[src/rtl/adder_share_arb.sv]
// Round-robin sequencer that time-shares one external 32-bit adder among NREQ requesters.
// Winning operands are held on the adder for SETTLE cycles before the result is sampled.
module adder_share_arb #(
   parameter int unsigned NREQ   = 4,
   parameter int unsigned IDW    = 2,
   parameter int unsigned SETTLE = 2
) (
   input  logic                 clk,
   input  logic                 rst,
   input  logic [NREQ-1:0]      req_valid,
   output logic [NREQ-1:0]      req_ready,
   input  logic [32*NREQ-1:0]   req_a,
   input  logic [32*NREQ-1:0]   req_b,
   input  logic [NREQ-1:0]      req_cin,
   output logic [31:0]          add_a,
   output logic [31:0]          add_b,
   output logic                 add_cin,
   input  logic [31:0]          add_sum,
   input  logic                 add_cout,
   output logic                 rsp_valid,
   input  logic                 rsp_ready,
   output logic [IDW-1:0]       rsp_id,
   output logic [31:0]          rsp_sum,
   output logic                 rsp_cout,
   output logic                 busy
);

   typedef enum logic [1:0] {
      S_IDLE,
      S_ADD,
      S_RESP
   } state_t;

   state_t          state_q, state_d;
   logic [IDW-1:0]  ptr_q, ptr_d;
   logic [3:0]      cnt_q, cnt_d;
   logic [31:0]     add_a_q, add_a_d;
   logic [31:0]     add_b_q, add_b_d;
   logic            add_cin_q, add_cin_d;
   logic            rsp_valid_q, rsp_valid_d;
   logic [IDW-1:0]  rsp_id_q, rsp_id_d;
   logic [31:0]     rsp_sum_q, rsp_sum_d;
   logic            rsp_cout_q, rsp_cout_d;
   logic            busy_q, busy_d;

   logic            found_hi, found_lo, found;
   logic [IDW-1:0]  id_hi, id_lo, grant_id;
   logic [31:0]     sel_a, sel_b;
   logic            sel_cin;

   // Two-pass search: first valid at or above the pointer, else first valid overall (wrap).
   always_comb begin
      found_hi = 1'b0;
      found_lo = 1'b0;
      id_hi    = '0;
      id_lo    = '0;
      for (int unsigned i = 0; i < NREQ; i++) begin
         if (req_valid[i]) begin
            if (!found_hi && (IDW'(i) >= ptr_q)) begin
               found_hi = 1'b1;
               id_hi    = IDW'(i);
            end
            if (!found_lo) begin
               found_lo = 1'b1;
               id_lo    = IDW'(i);
            end
         end
      end
      found    = found_hi | found_lo;
      grant_id = found_hi ? id_hi : id_lo;
   end

   always_comb begin
      sel_a   = '0;
      sel_b   = '0;
      sel_cin = 1'b0;
      for (int unsigned i = 0; i < NREQ; i++) begin
         if (grant_id == IDW'(i)) begin
            sel_a   = req_a[32*i +: 32];
            sel_b   = req_b[32*i +: 32];
            sel_cin = req_cin[i];
         end
      end
   end

   always_comb begin
      req_ready = '0;
      if ((state_q == S_IDLE) && found) begin
         req_ready = NREQ'(1) << grant_id;
      end
   end

   always_comb begin
      state_d     = state_q;
      ptr_d       = ptr_q;
      cnt_d       = cnt_q;
      add_a_d     = add_a_q;
      add_b_d     = add_b_q;
      add_cin_d   = add_cin_q;
      rsp_valid_d = rsp_valid_q;
      rsp_id_d    = rsp_id_q;
      rsp_sum_d   = rsp_sum_q;
      rsp_cout_d  = rsp_cout_q;
      case (state_q)
         S_IDLE: begin
            if (found) begin
               add_a_d   = sel_a;
               add_b_d   = sel_b;
               add_cin_d = sel_cin;
               rsp_id_d  = grant_id;
               ptr_d     = (grant_id == IDW'(NREQ-1)) ? '0 : grant_id + 1'b1;
               cnt_d     = 4'(SETTLE-1);
               state_d   = S_ADD;
            end
         end
         S_ADD: begin
            if (cnt_q == '0) begin
               rsp_sum_d   = add_sum;
               rsp_cout_d  = add_cout;
               rsp_valid_d = 1'b1;
               state_d     = S_RESP;
            end else begin
               cnt_d = cnt_q - 1'b1;
            end
         end
         S_RESP: begin
            if (rsp_ready) begin
               rsp_valid_d = 1'b0;
               state_d     = S_IDLE;
            end
         end
         default: state_d = S_IDLE;
      endcase
      busy_d = (state_d != S_IDLE);
   end

   always_ff @(posedge clk or posedge rst) begin
      if (rst) begin
         state_q     <= S_IDLE;
         ptr_q       <= '0;
         cnt_q       <= '0;
         add_a_q     <= '0;
         add_b_q     <= '0;
         add_cin_q   <= 1'b0;
         rsp_valid_q <= 1'b0;
         rsp_id_q    <= '0;
         rsp_sum_q   <= '0;
         rsp_cout_q  <= 1'b0;
         busy_q      <= 1'b0;
      end else begin
         state_q     <= state_d;
         ptr_q       <= ptr_d;
         cnt_q       <= cnt_d;
         add_a_q     <= add_a_d;
         add_b_q     <= add_b_d;
         add_cin_q   <= add_cin_d;
         rsp_valid_q <= rsp_valid_d;
         rsp_id_q    <= rsp_id_d;
         rsp_sum_q   <= rsp_sum_d;
         rsp_cout_q  <= rsp_cout_d;
         busy_q      <= busy_d;
      end
   end

   assign add_a     = add_a_q;
   assign add_b     = add_b_q;
   assign add_cin   = add_cin_q;
   assign rsp_valid = rsp_valid_q;
   assign rsp_id    = rsp_id_q;
   assign rsp_sum   = rsp_sum_q;
   assign rsp_cout  = rsp_cout_q;
   assign busy      = busy_q;

endmodule

[config.mk]
export PLATFORM = sky130hd
export DESIGN_NAME = adder_share_arb
export DESIGN_NICKNAME = d
export VERILOG_FILES = /design/src/rtl/adder_share_arb.sv
export SDC_FILE = /design/constraint.sdc
export NUM_CORES = 1
export LEC_CHECK = 0
export CAP_MARGIN = 20
export CORE_AREA = 2 2 158 160
export DETAILED_ROUTE_END_ITERATION = 10
export DIE_AREA = 0 0 160 162
export GPL_TIMING_DRIVEN = 1
export PLACE_DENSITY = 0.69
export SYNTH_ARGS = -nofsm -noshare
export SYNTH_HDL_FRONTEND = slang
export SYNTH_SLANG_ARGS = --single-unit
[constraint.sdc]
create_clock -name clk -period 4 [get_ports clk]
set_clock_uncertainty 0.1 [all_clocks]
set_input_delay 0.4 -clock clk [delete_from_list [all_inputs] [get_ports clk]]
set_output_delay 0.4 -clock clk [all_outputs]
set_load 0.01 [all_outputs]
==> metrics.yaml <==
detail-route-antenna-nets: 0
synthesis.nets: 968
wire_per_inst_um: 18.91
hold_viol_final: 0
status: "completed"
worst_slack_ps: 797.1
viasPerCell: 4.941
cp-start-kind: "input pin"
ios: 406
cts-hold-fix-buffers: 0
die_w_um: 160
cpMostUsedCell: "clkdlybuf4s50_1"
slew_viol_final: 0
dr_total_vias: 6700
cts_resized: 0
fmax_mhz: 312.2
die_y_um: 162
cts_tree: "yes"
synth.avg_cell_area_um2: 9.313
fin_setup_tns_ps: 0
period_needed_ps: 3203
path_cells: "clkdlybuf4s50_1 -> mux2i_1 -> o22ai_1 -> nor2_1 -> inv_1 -> ha_4 -> and2_1 -> clkdlybuf4s50_1"
worstSetupPathType: "input pin to output port"
path_clk_slew_ps: 90
grt_pass1_vias: 6818
dieArea_um2: 25920
cts_buffers: 9
end_kind: "output port"
ys.warnings.count: 0
setup-violations-final: 0
rows: 57
hpwl_um: 18540
crit_fanout: 17
worstHoldPathType: "flip-flop to flip-flop"
p_switching_mw: 3.099
numClockSinks: 110
multi_input_area_um2: 2826
fin_util: 0.4465
io_buffers: 405
first_iter_violations: 531
yosysUniqueCellTypes: 31
ctsRootBufferMaster: "clkbuf_16"
grt.total_usage: 0.1914
postLayoutCellArea_um2: 10760
final_cell_mix: "clkdlybuf4s50_1, a21oi_1, dfrtp_1, inv_1, nor2_1"
postPlaceCellArea_um2: 10460
tightest_slew_ps: 994.0
ff_latch_area_um2: 2753
drv_cap: 0
cp_slowest_cell: "clkdlybuf4s50_1"
antenna_found_initial: 0
clk_latency_ps: 360
slew_headroom: 0.3358
fillCellCount: 2378
p_leak_nw: 4.470
synth-seq-area-share: 0.4458
final_common_cell: "clkdlybuf4s50_1"
p_clk_frac: 0.124
cts_buffer_depth: 2
drtPass1Iterations: 6
critPathRequiredTime_ps: 3500
syn_area_um2: 6175
core_area_um2: 24110
grt_setup_unrepaired: "false"
dp_slack_ps: 637.0
p_seq_frac: 0.268
crit_arrival_ps: 2700
post_cts_buffers: 0
nNetsFinal: 1332
diodes: 0
ys_ff_latch: 110
ir_drop_v: 0.0003122
sw_frac_of_total: 0.4071
internal_power_mw: 4.513
finalCritPeriodShare: 0.8007
drc: 0
power_frac_comb: 0.609
start_util: 0.2562
max_stage_delay_ps: 510
power.density_nw_per_um2: 707.3
grt_max_degree: 132
drt-total-wl_um: 25640
overflow: 0
place_congestion: 0.8202
syn_to_final_growth_pct: 74.31
grt_pass1_wl_um: 38670
netlist_instances: 663
drive_gt1_frac: 0.06880
htreeDepth: 3
==> Yosys cell counts, drive strengths merged <==
master  number  area [µm²]
nand2       10       37.54
nor4         1       21.27
nor2b        1       6.260
ha           5       62.56
nand2b       1       6.260
a21oi      136       680.7
mux2i        2       20.02
or3          1       6.260
nor4b        1       8.760
nor2        69       266.5
dfrtp      110        2753
o21ai        8       40.04
inv         76       285.3
clkbuf      29       108.9
a221oi      65       569.3
buf         34       237.7
and2         5       31.28
o31ai        1       12.51
nor3         4       31.28
a211o       64       560.5
a22o         1       8.760
o21a         1       7.510
o22ai        2       12.51
nand3        1       5.000
nor3b        1       12.51
mux2        34       382.9
==> cell families after synthesis <==
group,count (synthesis),synth area share
buf+inv,139,0.1023
mux,36,0.06525
simple gates,95,0.07011
compound gates,278,0.3064
flops,110,0.4458
fa+ha+maj,5,0.01013
==> sequential cells by signal, summed over array words and instances, names as in the netlist <==
signal and flops:
add_a 32, add_b 32, rsp_sum 32, cnt_q 4, ptr_q 2, rsp_id 2, state_q 2, add_cin 1
busy 1, rsp_cout 1, rsp_valid 1
==> path summary, 6_finish.rpt <==
path                                            start                    end  slack, ps  cells after the start
worst max-delay path                     req_valid[0]           req_ready[2]        800                      8
worst min-delay path            rsp_id[1]$_DFFE_PP0N_  rsp_id[1]$_DFFE_PP0N_        390                      2
worst max register to register   ptr_q[1]$_DFFE_PP0N_   add_a[9]$_DFFE_PP0N_       1110                     10
worst min register to register  rsp_id[1]$_DFFE_PP0N_  rsp_id[1]$_DFFE_PP0N_        390                      2
max in group asynchronous                         rst  add_a[15]$_DFFE_PP0N_       2520                      3
min in group asynchronous                         rst  add_b[13]$_DFFE_PP0N_        460                      2
==> stage by stage <==
step / std cells / hold slack [ps] / total power [mW]
2_1_floorplan: 663 / 368.6 / 4.700
3_3_place_gp: 1340 / 376.6 / 6.663
3_5_place_dp: 1340 / 369.3 / 6.745
4_1_cts: 1356 / 390.8 / 7.723
5_1_grt: 1356 / 432.8 / 8.199
6_report: 1356 / 385.6 / 7.612
==> power by group through the flow <==
stage	registers (mW)	logic [mW]	clock network [mW]
3_3_place_gp	2.04	4.62	0
6_report	2.04	4.63	0.940
4_1_cts	2.04	4.69	0.987
3_5_place_dp	2.06	4.69	0
2_1_floorplan	2.26	2.44	0
5_1_grt	2.11	5.06	1.02
==> routing by layer <==
metal | up-vias | global-route usage | part of all wire
li1 | 3126 | - | -
met1 | 3237 | 0.2220 | 0.39
met2 | 310 | 0.3312 | 0.50
met3 | 27 | 0.07022 | 0.088
met4 | 0 | 0.05774 | 0.023
met5 | - | 0 | 0
==> critical path: cells and delay by family <==
kind / cells / cell delay, ps
AOI/OAI and AO/OA: 1 / 90
adders and majority gates: 1 / 280
buffers and inverters: 3 / 1190
muxes: 1 / 170
and+or+nand+nor: 2 / 560
==> final cells by class <==
cell class | count | area share
clock inverter | 7 | 0.007324
sequential | 110 | 0.2558
timing repair buffer | 416 | 0.3890
multi-input combinational | 414 | 0.2626
clock buffer | 9 | 0.02093
inverter | 76 | 0.02674
tap | 324 | 0.03767
(Power assumes the default switching activity.)
